--- config.mk ---
export PLATFORM = sky130hd
export DESIGN_NAME = ps2_key_event_rx
export DESIGN_NICKNAME = d
export VERILOG_FILES = /design/src/rtl/ps2_key_event_rx.sv
export SDC_FILE = /design/constraint.sdc
export NUM_CORES = 1
export LEC_CHECK = 0
export BUFFER_PORTS_ARGS = -buffer_cell sky130_fd_sc_hd__buf_2
export CAP_MARGIN = 15
export CORE_UTILIZATION = 66
export DETAILED_ROUTE_END_ITERATION = 10
export PLACE_DENSITY = 0.87
export SKIP_CTS_REPAIR_TIMING = 1
export SLEW_MARGIN = 25
export SYNTH_ARGS = -nofsm -noshare
export SYNTH_HDL_FRONTEND = slang
export SYNTH_SLANG_ARGS = --single-unit
--- constraint.sdc ---
create_clock -name CLK100MHZ -period 6.11 [get_ports CLK100MHZ]
set_input_delay 0.3055 -clock CLK100MHZ [delete_from_list [all_inputs] [get_ports CLK100MHZ]]
set_output_delay 0.3055 -clock CLK100MHZ [all_outputs]
set_load 0.01 [all_outputs]
--- src/rtl/ps2_key_event_rx.sv ---
// PS/2 keyboard receiver: frame capture and checking, make/break/E0 decode, an event FIFO
// and a held-key bitmap for a programmable set of keys.
module ps2_key_event_rx #(
  parameter int unsigned           CLK_DIV       = 250,
  parameter int unsigned           TIMEOUT_TICKS = 4000,
  parameter int unsigned           FIFO_DEPTH    = 8,
  parameter int unsigned           NUM_KEYS      = 4,
  parameter logic [9*NUM_KEYS-1:0] KEY_CODES     = {9'h174, 9'h16B, 9'h023, 9'h01C}
) (
  input  logic                CLK100MHZ,
  input  logic                CPU_RESETN,
  input  logic                PS2_CLK,
  input  logic                PS2_DATA,
  output logic                evt_valid,
  input  logic                evt_ready,
  output logic [7:0]          evt_code,
  output logic                evt_ext,
  output logic                evt_break,
  output logic [NUM_KEYS-1:0] key_held,
  output logic                frame_err,
  output logic                overflow
);

  localparam int unsigned DivW = $clog2(CLK_DIV);
  localparam int unsigned ToW  = $clog2(TIMEOUT_TICKS + 1);
  localparam int unsigned AW   = $clog2(FIFO_DEPTH);

  // Encoding chosen so bit0 = extended, bit1 = break.
  localparam logic [1:0] StIdle   = 2'd0;
  localparam logic [1:0] StExt    = 2'd1;
  localparam logic [1:0] StBrk    = 2'd2;
  localparam logic [1:0] StExtBrk = 2'd3;

  // Input synchronisers
  logic clk_s1_q, clk_s2_q, dat_s1_q, dat_s2_q;

  always_ff @(posedge CLK100MHZ or negedge CPU_RESETN) begin
    if (!CPU_RESETN) begin
      clk_s1_q <= 1'b1;
      clk_s2_q <= 1'b1;
      dat_s1_q <= 1'b1;
      dat_s2_q <= 1'b1;
    end else begin
      clk_s1_q <= PS2_CLK;
      clk_s2_q <= clk_s1_q;
      dat_s1_q <= PS2_DATA;
      dat_s2_q <= dat_s1_q;
    end
  end

  // Sample tick
  logic [DivW-1:0] div_q;
  logic            tick;

  assign tick = (div_q == DivW'(CLK_DIV - 1));

  always_ff @(posedge CLK100MHZ or negedge CPU_RESETN) begin
    if (!CPU_RESETN) div_q <= '0;
    else             div_q <= tick ? '0 : div_q + 1'b1;
  end

  // Frame receiver
  logic            prev_clk_q;
  logic [10:0]     shift_q, shift_d;
  logic [3:0]      bit_cnt_q, bit_cnt_d;
  logic [ToW-1:0]  to_cnt_q, to_cnt_d;
  logic [7:0]      byte_q, byte_d;
  logic            byte_stb_q, byte_stb_d;
  logic            frame_err_q, frame_err_d;
  logic            fall;

  assign fall = tick & prev_clk_q & ~clk_s2_q;

  always_comb begin
    shift_d     = shift_q;
    bit_cnt_d   = bit_cnt_q;
    to_cnt_d    = to_cnt_q;
    byte_d      = byte_q;
    byte_stb_d  = 1'b0;
    frame_err_d = 1'b0;
    if (fall) begin
      shift_d  = {dat_s2_q, shift_q[10:1]};
      to_cnt_d = '0;
      if (bit_cnt_q == 4'd10) begin
        bit_cnt_d = 4'd0;
        // Start low, stop high, odd parity across data and parity bits.
        if (!shift_d[0] && shift_d[10] && (^shift_d[9:1])) begin
          byte_stb_d = 1'b1;
          byte_d     = shift_d[8:1];
        end else begin
          frame_err_d = 1'b1;
        end
      end else begin
        bit_cnt_d = bit_cnt_q + 4'd1;
      end
    end else if (tick && (bit_cnt_q != 4'd0)) begin
      if (to_cnt_q == ToW'(TIMEOUT_TICKS - 1)) begin
        bit_cnt_d   = 4'd0;
        to_cnt_d    = '0;
        frame_err_d = 1'b1;
      end else begin
        to_cnt_d = to_cnt_q + 1'b1;
      end
    end
  end

  always_ff @(posedge CLK100MHZ or negedge CPU_RESETN) begin
    if (!CPU_RESETN) begin
      prev_clk_q  <= 1'b1;
      shift_q     <= '0;
      bit_cnt_q   <= '0;
      to_cnt_q    <= '0;
      byte_q      <= '0;
      byte_stb_q  <= 1'b0;
      frame_err_q <= 1'b0;
    end else begin
      if (tick) prev_clk_q <= clk_s2_q;
      shift_q     <= shift_d;
      bit_cnt_q   <= bit_cnt_d;
      to_cnt_q    <= to_cnt_d;
      byte_q      <= byte_d;
      byte_stb_q  <= byte_stb_d;
      frame_err_q <= frame_err_d;
    end
  end

  // Prefix decoder; evt layout is {ext, brk, code}
  logic [1:0] st_q, st_d;
  logic       push_q, push_d;
  logic [9:0] evt_q, evt_d;

  always_comb begin
    st_d   = st_q;
    push_d = 1'b0;
    evt_d  = evt_q;
    if (frame_err_q) begin
      st_d = StIdle;
    end else if (byte_stb_q) begin
      case (byte_q)
        8'hE0:        st_d = st_q | StExt;
        8'hF0:        st_d = st_q | StBrk;
        8'h00, 8'hFF: st_d = StIdle;
        default: begin
          push_d = 1'b1;
          evt_d  = {st_q[0], st_q[1], byte_q};
          st_d   = StIdle;
        end
      endcase
    end
  end

  always_ff @(posedge CLK100MHZ or negedge CPU_RESETN) begin
    if (!CPU_RESETN) begin
      st_q   <= StIdle;
      push_q <= 1'b0;
      evt_q  <= '0;
    end else begin
      st_q   <= st_d;
      push_q <= push_d;
      evt_q  <= evt_d;
    end
  end

  // Held-key bitmap, updated alongside the push regardless of FIFO space
  logic [NUM_KEYS-1:0] held_q, held_d;

  always_comb begin
    held_d = held_q;
    if (push_q) begin
      for (int unsigned i = 0; i < NUM_KEYS; i++) begin
        if ({evt_q[9], evt_q[7:0]} == KEY_CODES[9*i +: 9]) held_d[i] = ~evt_q[8];
      end
    end
  end

  always_ff @(posedge CLK100MHZ or negedge CPU_RESETN) begin
    if (!CPU_RESETN) held_q <= '0;
    else             held_q <= held_d;
  end

  // First-word fall-through event FIFO
  logic [9:0]  mem_q [FIFO_DEPTH];
  logic [AW:0] wr_ptr_q, rd_ptr_q;
  logic        empty, full, pop, wr_en;
  logic        overflow_q;
  logic [9:0]  head;

  assign empty = (wr_ptr_q == rd_ptr_q);
  assign full  = (wr_ptr_q[AW] != rd_ptr_q[AW]) && (wr_ptr_q[AW-1:0] == rd_ptr_q[AW-1:0]);
  assign pop   = ~empty & evt_ready;
  assign wr_en = push_q & (~full | pop);
  assign head  = mem_q[rd_ptr_q[AW-1:0]];

  always_ff @(posedge CLK100MHZ) begin
    if (wr_en) mem_q[wr_ptr_q[AW-1:0]] <= evt_q;
  end

  always_ff @(posedge CLK100MHZ or negedge CPU_RESETN) begin
    if (!CPU_RESETN) begin
      wr_ptr_q   <= '0;
      rd_ptr_q   <= '0;
      overflow_q <= 1'b0;
    end else begin
      if (wr_en) wr_ptr_q <= wr_ptr_q + 1'b1;
      if (pop)   rd_ptr_q <= rd_ptr_q + 1'b1;
      if (push_q && full && !pop) overflow_q <= 1'b1;
    end
  end

  // Head fields are masked so every output reads 0 while the FIFO is empty.
  assign evt_valid = ~empty;
  assign evt_code  = evt_valid ? head[7:0] : 8'h00;
  assign evt_break = evt_valid & head[8];
  assign evt_ext   = evt_valid & head[9];
  assign key_held  = held_q;
  assign frame_err = frame_err_q;
  assign overflow  = overflow_q;

endmodule

======== Yosys cells after proc, flatten, opt, wreduce, memory -nomap -nowiden ========
Memories as Yosys holds them, arrays and structs flattened.
Cells that the tools add are included.
operators by class
  $add $sub $neg .......................... 5
  eq/ne operators ......................... 15
  muxes and demuxes ....................... 25
  bitwise logic cells ..................... 13
  reductions and logical operators ........ 24
operators by type and width
  cell                                            count
  2-to-1 mux 12 bit                               3
  == test 8 bit (second input constant)           4
  == test 9 bit (second input constant)           2
  2-to-1 mux 4 bit                                4
  2-to-1 mux 8 bit                                2
  AND reduction 2 bit                             7
  2-to-1 mux 1 bit                                13
  adder 12 x 1 -> 12 bit (second input constant)  1
  adder 4 x 1 -> 4 bit (second input constant)    3
  == test 12 bit (second input constant)          1
  == test 9 x 5 -> 1 bit (second input constant)  1
  == test 9 x 6 -> 1 bit (second input constant)  1
  XOR reduction 9 bit                             1
  adder 8 x 1 -> 8 bit (second input constant)    1
  zero test 8 bit                                 1
  bitwise AND 1 bit                               6
  logical AND 1 bit                               6
  inverter 1 bit                                  6
  AND reduction 3 bit                             2
  nonzero test 2 bit                              3
  == test 4 bit                                   1
  == test 4 bit (second input constant)           1
  2-to-1 mux 2 bit                                2
  inequality test 2 bit (second input constant)   2
  7 further kinds                                 8
word-level totals
  flip-flop bits (word level) ............. 76
  memory bits (writable) .................. 80
  bits of input ports ..................... 5
  output and inout port bits .............. 17
  logic and storage cells ................. 106
  memories kept ........................... 1
memory list
  name   depth  bits a word  read ports  clocked after memory_dff  write ports  line  RTL
  mem_q  8      10           1           0                         1            182   logic [9:0] mem_q [FIFO_DEPTH];

======== Longest topological paths before layout ========
Gate-level depths: netlist of run 1.
  word-level depth ........................ 7
  gate-level depth with buffers ........... 8
  gate-level depth less buffers ........... 7

======== Least setup slack after synthesis of run 1 ========
No wires, ideal clock.
  path type ............................... flip-flop to flip-flop
  start ................................... register wr_ptr_q[0]
  end ..................................... memory mem_q[0][0] (enable)
  setup time .............................. 390 ps
  arrival time ............................ 1929 ps
  required time ........................... 5720 ps
  slack ................................... 3791 ps
  cell stages (with the launch flop) ...... 7
  path buffers ............................ 1
  period minus slack after synthesis ...... 2319 ps
  path through ............................ dfrtp_1 -> clkbuf_1 -> xnor2_1 -> nand3_1 -> o31a_1 -> nand2b_1 -> nor3_1
between the ends
  word-level cells in the longest chain between the ends .. 7
  elaborated cells between the ends (all ways) .. 10
  classes of those cells .................. 2 x eq/ne; 2 x mux; 5 x bitwise; 1 x reduce/logical
ends and longest elaborated chain
  item                                                 line      RTL
  start, declared                                      183       logic [AW:0] wr_ptr_q, rd_ptr_q;
  start signal, assigned                               204       if (wr_en) wr_ptr_q <= wr_ptr_q + 1'b1;
  == test 4 bit or == test 3 bit (tied branches)       188, 189
  inverter 1 bit or logical AND 1 bit (tied branches)  190, 189
  bitwise AND 1 bit or inverter 1 bit (tied branches)  190, 191
  OR 1 bit                                             191       assign wr_en = push_q & (~full | pop);
  bitwise AND 1 bit                                    191
  2-to-1 mux 1 bit                                     195       if (wr_en) mem_q[wr_ptr_q[AW-1:0]] <= evt_q;
  2-to-1 mux 1 bit (not written as such)               195
  end, declared                                        182
Parallel ways exist; a longest one is shown, timed or not.

======== Final worst setup path of run 1 ========
  start ................................... register rd_ptr_q[1]
  end ..................................... output evt_valid
between the ends
  word-level cells in the longest chain between the ends .. 2
ends and longest elaborated chain
  item                    line  RTL
  start, declared         183
  start signal, assigned  205   if (pop) rd_ptr_q <= rd_ptr_q + 1'b1;
  == test 4 bit           188   assign empty = (wr_ptr_q == rd_ptr_q);
  inverter 1 bit          211   assign evt_valid = ~empty;
  end, declared           14    output logic evt_valid,
Every way passes these cells.

==> results of run 1 <==
state kept, by name (all words and copies together) (netlist names), 2 cells and up:
signal     flops
byte_q         8
bit_cnt_q      4
st_q           2
to_cnt_q      12
key_held       4
wr_ptr_q       4
rd_ptr_q       4
div_q          8
evt_q         10
mem_q         80
shift_q       10
power groups by stage:
stage	clock network, mW	registers, mW	logic, mW
floorplan	0	1.11	0.000214
global placement	0	1.11	0.0117
detailed placement	0	1.11	0.0118
CTS	0.932	1.09	0.0118
global route	0.976	1.09	0.0153
finish	0.923	1.09	0.0129
through the flow:
stage	area, µm²	utilization (%)	cells	hold WS, ns	worst slack [ns]
2_1_floorplan	6620	-	450	0.00991	3.79
3_3_place_gp	6870	70.6	594	0.345	3.37
3_5_place_dp	6870	70.6	594	0.349	3.23
4_1_cts	7380	75.9	626	-0.144	2.90
5_1_grt	7410	76.2	629	0.111	2.74
6_report	7410	76.2	629	0.121	2.91
area by class of cell:
type                       instances  area [µm²]
sequential                       155        4290
fill                             610        2310
multi-input combinational        266        2220
clock buffer                      19         422
timing repair buffer              28         171
tap                              133         166
clock inverter                    13        92.6
inverter                          15        56.3
final timing paths:
| path | startpoint | endpoint | slack, ns | depth (start not counted) |
|---|---|---|---|---|
| worst max-delay path | rd_ptr_q[1] | evt_valid | 2.91 | 5 |
| worst min-delay path | evt_ready | rd_ptr_q[2] | 0.12 | 3 |
| worst max register to register | rd_ptr_q[1] | mem_q[2][7] | 3.12 | 5 |
| worst min register to register | dat_s1_q | dat_s2_q | 0.36 | 0 |
| max in group asynchronous | CPU_RESETN | overflow | 5.29 | 2 |
| min in group asynchronous | CPU_RESETN | shift_q[4] | 0.36 | 2 |
critical path: stages (launching register included):
cell     delay, ns
dfrtp_1       1.02
xnor2_1       0.19
nand3_1       0.18
nor2_1        0.66
inv_1         0.14
buf_2         0.18
metal layers:
metal / vias to the layer above / global-route usage [%] / routed length, µm
li1: 1767 / - / -
met2: 136 / 47.3 / 6860
met1: 1946 / 31.8 / 5030
met5: - / 0 / 0
met4: 0 / 13.0 / 407
met3: 39 / 6.63 / 550
cell families after synthesis:
logic type,after synthesis
DFF,155
and+or+nand+nor,122
muxes,64
AOI/OAI and AO/OA,50
buffers and inverters,29
xor gates and xnor gates,22
adders and majority gates,8
Yosys cell counts, types with 2 or more instances:
master | n | area [µm²]
edfxtp_1 | 80 | 2400
dfrtp_1 | 70 | 1750
nor2_1 | 33 | 124
mux2_2 | 29 | 327
nand2_1 | 23 | 86.3
mux4_2 | 20 | 450
o21ai_0 | 19 | 95.1
inv_1 | 15 | 56.3
nand3_1 | 15 | 75.1
mux2i_1 | 14 | 140
xnor2_1 | 14 | 123
nor3_1 | 9 | 45.0
clkbuf_1 | 8 | 30.0
ha_1 | 8 | 100
o31ai_1 | 8 | 60.1
a21oi_1 | 7 | 35.0
nand4_1 | 6 | 37.5
xor2_1 | 6 | 52.6
dfstp_2 | 5 | 131
nand2b_1 | 5 | 31.3
and3_1 | 4 | 25.0
buf_2 | 4 | 20.0
nor3b_1 | 4 | 30.0
nor4_1 | 4 | 25.0
a31oi_1 | 3 | 18.8
nand3b_1 | 3 | 22.5
nor2b_1 | 3 | 18.8
a21o_1 | 2 | 15.0
a22o_1 | 2 | 17.5
a41oi_1 | 2 | 17.5
nor4b_1 | 2 | 17.5
or3_1 | 2 | 12.5
==> qor.txt, run 1 <==
Yosys warns = 0
Syn Nets = 463
Clock latency on the worst-skew pair = 0.53 ns
Xor/xnor share of the synthesized area = 3.23%
Die width = 102 µm
Largest net degree at the start of global routing = 76
DIE AREA = 10400 µm²
HP Class = in2reg
RSZ-0062 raised after global routing = no
Drt first pass iters = 4
Fin. Hold Viols = 0
Global route overflow = 0
Slew margin rel. = 29.4%
Worst-path clk slew = 0.06 ns
Routed via count = 3888
Register bit total from synthesis = 155
Status = finished, final reports clean
Clock root buffer = clkbuf_8
Layout cells sized above 1 = 23.4%
Req. time, crit path = 5.80 ns
Wirelength per Cell = 20.4 µm
Worst Setup Start Kind = flop
Htree depth = 4
Final wirelength = 12.8 mm
Seq/Total Area, Yosys = 64.7%
Final ANT Viol Nets = 0
Cell Rows = 36
Fin crit share = 52.4%
Vias in the first global route = 3938
Part of the power in registers = 53.9%
LEAKAGE = 3.11 nW
Crit path max fanout = 24
Internal = 1.60 mW
EDFF count, synth = 80
Max cap viols = 0
Largest family of logic cells by synthesized area = multiplexers
First-pass GRT wire length = 20.1 mm
CTS Buf Count = 17
Setup-failing EPs final = 0
Critical Path AT = 2.90 ns
GRT Overall Usage = 27.2%
Die height = 102 µm
GP Congestion = 0.788
Element type at the critical path end = output pin
Top FF cell, synth = edfxtp_1
CTS tree = done
Switching Fraction = 21.3%
Period minus WS final = 3.20 ns
Initial DRC Count = 230
Total Power = 2.03 mW
Simple-gate area share of the yosys netlist = 9.99%
Vias per inst = 6.18
Yosys cell types = 53
Setup Skew = 0.0104 ns
Leading cell type in the layout, fill and taps excluded = edfxtp_1
Post-Synth Adder-Cell Area = 1.51%
Clock Path Buffers = 2
Worst slew pin tran = 1.05 ns
DR DRC count = 0
# IOs = 22
IO buf count = 21
Initial core utilization = 68.1%
HPWL after DPL = 8.31 mm
PwrDens = 274 nW/µm²
Fmax = 0.312 GHz
Nets = 496
Combinational power share = 0.6%
Synth async-reset ratio = 48.4%
Clock sink count = 155
Initial antenna violation count = 0
Mux share of post-synthesis cell area = 14.1%
Core area = 9730 µm²
Post-synthesis compound-gate area fraction = 4.72%
Clk pwr share = 45.5%
Mapped cell area = 6620 µm²
Fin Setup TNS = 0 ns
Gate Count Post-Synth = 450
Layout area overhead = 11.9%
Critical path class = reg2out
Most frequent cells in the layout = edfxtp_1, dfrtp_1, nor2_1
NetSw = 433 µW
Synthesized area per cell = 14.7 µm²
Max VDD drop = 0.231 mV
Final slew viol count = 0
Antenna Diode Count = 0
Power figures use the tool's default switching activity.
==> inputs of run 2 (changes only) <==
CORE_UTILIZATION = 61   (was 66)
PLACE_DENSITY = 0.82   (was 0.87)
clock period = 3.27 ns   (was 6.11 ns; I/O delays follow)
==> qor.txt, run 2 (synthesis results as in run 1) <==
Fin crit share = 75.4%
Grt met3 use = 6.38% (-0.26 points)
Max VDD drop = 0.309 mV (+34%)
Die width = 106 µm (+3.9%)
Core area = 10400 µm² (+7.1%)
Pre-CTS WS = 0.861 ns (-2.37 ns)
CTS tree = done
Fin Setup TNS = 0 ns (unchanged)
Req. time, crit path = 3.11 ns (-2.69 ns)
Antenna Diode Count = 0 (unchanged)
Htree depth = 4 (unchanged)
Largest net degree at the start of global routing = 76 (unchanged)
Initial core utilization = 63.6% (-4.5 points)
Element type at the critical path end = output pin
Nets = 504 (+1.6%)
Leading cell type in the layout, fill and taps excluded = edfxtp_1
GRT Overall Usage = 25.8% (-1.3 points)
R2R depth = 6 (+1)
Slew margin rel. = 37.8% (+8.4 points)
Critical Path AT = 2.30 ns (-0.60 ns)
Worst slew pin tran = 0.929 ns (-0.125 ns)
Flop2flop setup slack = 0.85 ns (-2.27 ns)
Cell Rows = 37 (+2.8%)
Final wirelength = 12.9 mm (+0.82%)
PwrDens = 514 nW/µm² (+88%)
Met2 Resource Use GR = 45.2% (-2.1 points)
Initial DRC Count = 213 (-7.4%)
Period minus WS final = 2.47 ns
Worst R2R End = mem_q[2][4]
Clock sink count = 155 (unchanged)
Vias in the first global route = 4001 (+1.6%)
DIE AREA = 11300 µm² (+8.0%)
IO buf count = 21 (unchanged)
Global route overflow = 0 (unchanged)
Initial antenna violation count = 0 (unchanged)
RSZ-0062 raised after global routing = no
Clock latency on the worst-skew pair = 0.53 ns (about the same)
Setup Skew = 0.0101 ns (-0.000283 ns)
Worst Setup Start Kind = flop
Worst-path clk slew = 0.06 ns (about the same)
GP Congestion = 0.815 (+3.5%)
Busiest grt layer = met2
Met1 global-route usage = 31.2% (-0.60 points)
DR DRC count = 0 (unchanged)
HPWL after DPL = 8.40 mm (+1.1%)
Setup ws final = 0.803 ns (-2.10 ns)
Fmax = 0.405 GHz
Max reg flops = 80 (unchanged)
CP Launch Point = rd_ptr_q[0]
Max cap viols = 0 (unchanged)
Clock Path Buffers = 2 (unchanged)
Layout area overhead = 13.3%
FF-to-FF Start = rd_ptr_q[2]
Vias per inst = 6.09 (-1.5%)
Worst setup path end = evt_code[7]
Crit path max fanout = 23 (-4.2%)
Layout cells sized above 1 = 24.2% (+0.82 points)
First-pass GRT wire length = 21.1 mm (+4.6%)
Status = finished, final reports clean
Routed via count = 3897 (+0.23%)
HP Class = in2reg
Final slew viol count = 0 (unchanged)
Most frequent cells in the layout = edfxtp_1, dfrtp_1, nor2_1
Critical path class = reg2out
# IOs = 22 (unchanged)
Final ANT Viol Nets = 0 (unchanged)
Fin. Hold Viols = 0 (unchanged)
CTS Buf Count = 17 (unchanged)
Die height = 106 µm (+3.9%)
Drt first pass iters = 5 (+1)
Setup-failing EPs final = 0 (unchanged)
LEAKAGE = 3.16 nW (+1.5%)
Wirelength per Cell = 20.2 µm (-0.92%)
Clock root buffer = clkbuf_8
==> run 2: changes by cell type in the layout (fill, tap and decap cells not counted), moves of 2 or more <==
cell / change
clkinv_2: -3
clkinv_4: +3
buf_4: +8
inv_6: -2
==> run 2: stage by stage <==
step | utilization, % | area (µm²) | instances | hold WS, ns | total power [mW]
floorplan | - | 6620 | 450 | -0.132 | 2.08
global placement | 66.5 | 6920 | 604 | 0.270 | 2.10
detailed placement | 66.5 | 6920 | 604 | 0.270 | 2.10
CTS | 71.7 | 7460 | 636 | -0.291 | 3.87
global route | 72.0 | 7500 | 640 | 0.254 | 3.96
finish | 72.0 | 7500 | 640 | 0.275 | 3.86
==> run 2: final cells by class <==
cell class              instances  area, µm²
clock buffers                  19        422
clock inverters                13        120
fillers                       659       2910
inverters                      15       56.3
multi-input cells             266       2220
flip-flops and latches        155       4290
well taps                     136        170
repair buffers                 36        230
==> run 2: report_power, final <==
group	switching [mW]	internal (mW)
logic	0.0183	0.00552
clock network	0.776	1.01
registers	0.00136	2.04
==> run 2: critical path, stage by stage, from the launching register on <==
cell     delay [ns]
dfrtp_1        0.38
buf_4          0.41
mux4_2         0.58
mux2i_1        0.18
nor2_1         0.08
buf_2          0.14
==> run 2: per-layer routing <==
layer,share of wire [%],vias up
met5,0,-
met4,1.5,0
met3,4.5,15
met2,54,101
met1,40,1999
li1,-,1782
==> run 2: how the worst min path moves through the flow <==
stage,startpoint,slack (ns),cells after the start,end
after floorplan,CPU_RESETN,-0.13,0,bit_cnt_q[0]
after global placement,PS2_CLK,0.27,1,clk_s1_q
after detailed placement,PS2_CLK,0.27,1,clk_s1_q
after CTS,PS2_CLK,-0.29,1,clk_s1_q
after global routing,PS2_CLK,0.25,2,clk_s1_q
final,PS2_CLK,0.28,2,clk_s1_q
==> inputs of run 3 (changes only) <==
CORE_UTILIZATION = 56   (was 61)
PLACE_DENSITY = 0.79   (was 0.82)
clock period = 2 ns   (was 3.27 ns; I/O delays follow)
==> qor.txt, run 3 (synthesis results as in run 1) <==
Pre-CTS WS = -0.0722 ns (-0.933 ns)
First-pass GRT wire length = 20.1 mm (-4.5%)
Max reg flops = 80 (unchanged)
# IOs = 22 (unchanged)
FF-to-FF Start = rd_ptr_q[0]
HPWL after DPL = 8.17 mm (-2.8%)
Failing checks = setup timing
Switching Fraction = 20.3% (-0.36 points)
Initial core utilization = 57.8% (-5.8 points)
NetSw = 1.29 mW (+62%)
Global route overflow = 0 (unchanged)
Hold path start = evt_ready
Die width = 111 µm (+4.3%)
Design area = 7820 µm² (+4.2%)
Status = finished, violations left
Part of the power in registers = 52.6% (-0.4 points)
GRT Overall Usage = 21.6% (-4.2 points)
LEAKAGE = 3.30 nW (+4.3%)
Setup Skew = 0.00697 ns (-0.00315 ns)
Largest net degree at the start of global routing = 41 (-46%)
IO buf count = 21 (unchanged)
Worst R2R End = mem_q[3][4]
Hold depth = 3 (+1)
PwrDens = 813 nW/µm² (+58%)
Cell Rows = 39 (+5.4%)
R2R depth = 5 (-1)
CTS tree = done
Worst hold margin = 0.0226 ns (-0.253 ns)
DIE AREA = 12300 µm² (+8.8%)
Hold Path Sink = rd_ptr_q[2]
Wirelength per Cell = 18.7 µm (-7.5%)
Clock Path Buffers = 2 (unchanged)
Internal = 5.07 mW (+66%)
Drt first pass iters = 4 (-1)
HP Class = in2reg
Max cap viols = 0 (unchanged)
Clk pwr share = 46.8% (+0.4 points)
Initial antenna violation count = 0 (unchanged)
Element type at the critical path end = output pin
CP Launch Point = rd_ptr_q[0]
Fin Setup TNS = -0.188 ns (-0.188 ns)
Setup ws final = -0.0389 ns (-0.842 ns)
GP Congestion = 0.776 (-4.8%)
Clock root buffer = clkbuf_16
Core area = 11500 µm² (+10%)
Antenna Diode Count = 0 (unchanged)
Combinational power share = 0.7% (about the same)
Leading cell type in the layout, fill and taps excluded = edfxtp_1
Worst Setup Start Kind = flop
RSZ-0062 raised after global routing = yes
Most frequent cells in the layout = edfxtp_1, dfrtp_1, mux2_2, buf_4, nor2_1
Layout area overhead = 18.0%
Die height = 111 µm (+4.3%)
Critical Path AT = 1.94 ns (-0.36 ns)
Initial DRC Count = 214 (+0.47%)
Setup-failing EPs final = 7 (+7)
Fin. Hold Viols = 0 (unchanged)
Crit path max fanout = 9 (-61%)
Worst-path clk slew = 0.06 ns (about the same)
Layout cells sized above 1 = 30.4% (+6.2 points)
Max VDD drop = 0.618 mV (+100%)
Filler cell count = 769 (+17%)
Htree depth = 4 (unchanged)
Clock sink count = 155 (unchanged)
Slew margin rel. = 59.5% (+22 points)
Critical path class = reg2out
Fmax = 0.490 GHz
Worst slew pin tran = 0.607 ns (-0.322 ns)
CTS Buf Count = 17 (unchanged)
Final slew viol count = 0 (unchanged)
Req. time, crit path = 1.90 ns (-1.21 ns)
Final ANT Viol Nets = 0 (unchanged)
DR DRC count = 0 (unchanged)
Vias per inst = 5.87 (-3.5%)
Nets = 526 (+4.4%)
Flop2flop setup slack = 0.07 ns (-0.78 ns)
Cell Area, Placed = 7080 µm² (+2.3%)
Final wirelength = 12.5 mm (-3.3%)
Routed via count = 3930 (+0.85%)
Clock latency on the worst-skew pair = 0.42 ns (-0.11 ns)
Vias in the first global route = 4093 (+2.3%)
Period minus WS final = 2.04 ns
Fin crit share = 102%
[run 3: changes by cell type in the layout (fill, tap and decap cells not counted), sizes merged]
cell	delta
clkinvlp	+1
dlygate4sd3	-1
inv	-1
clkbuf	+1
buf	+22
[run 3: worst max path at each step]
stage	to	slack (ns)	cells after the start
floorplan	mem_q[1][0]	-0.08	6
global placement	mem_q[3][5]	-0.0004	4
detailed placement	mem_q[3][2]	-0.07	4
CTS	evt_code[3]	-0.32	5
global route	evt_code[3]	-0.11	5
finish	evt_code[5]	-0.04	6
[run 3: metal layers]
layer,vias up,track usage (%),part of all wire (%)
met1,2000,24.9,42
met2,75,38.9,54
met3,18,4.59,2.7
li1,1837,-,-
met5,-,0,0
met4,0,9.07,1.7
[run 3: area by class of cell]
cell class | instances | area [µm²] | area share (%)
clock buffer | 19 | 433 | 5.54
clock inverter | 13 | 119 | 1.52
inverter | 15 | 60.1 | 0.768
multi-input combinational | 266 | 2290 | 29.2
sequential | 155 | 4290 | 54.8
tap | 143 | 179 | 2.29
timing repair buffer | 58 | 455 | 5.82
[run 3: metrics by stage]
stage	power, mW	utilization, %	cells
2_1_floorplan	3.41	-	450
3_3_place_gp	3.44	61.7	627
3_5_place_dp	3.45	61.7	627
4_1_cts	6.40	66.5	659
5_1_grt	6.54	68.2	669
6_report	6.36	68.2	669
[run 3: worst max-delay path, stage by stage (launching register included)]
cell and delay [ns]:
dfrtp_2 0.41, buf_6 0.12, clkbuf_16 0.16, mux4_2 0.50
mux2i_1 0.14, nor2_1 0.05, buf_2 0.13
[run 3: power groups by stage]
stage	Combinational [mW]	Sequential [mW]	Clock [mW]
2_1_floorplan	0.000653	3.41	0
3_3_place_gp	0.0396	3.41	0
3_5_place_dp	0.0408	3.41	0
4_1_cts	0.0405	3.34	3.02
5_1_grt	0.0505	3.34	3.15
6_report	0.0425	3.34	2.97
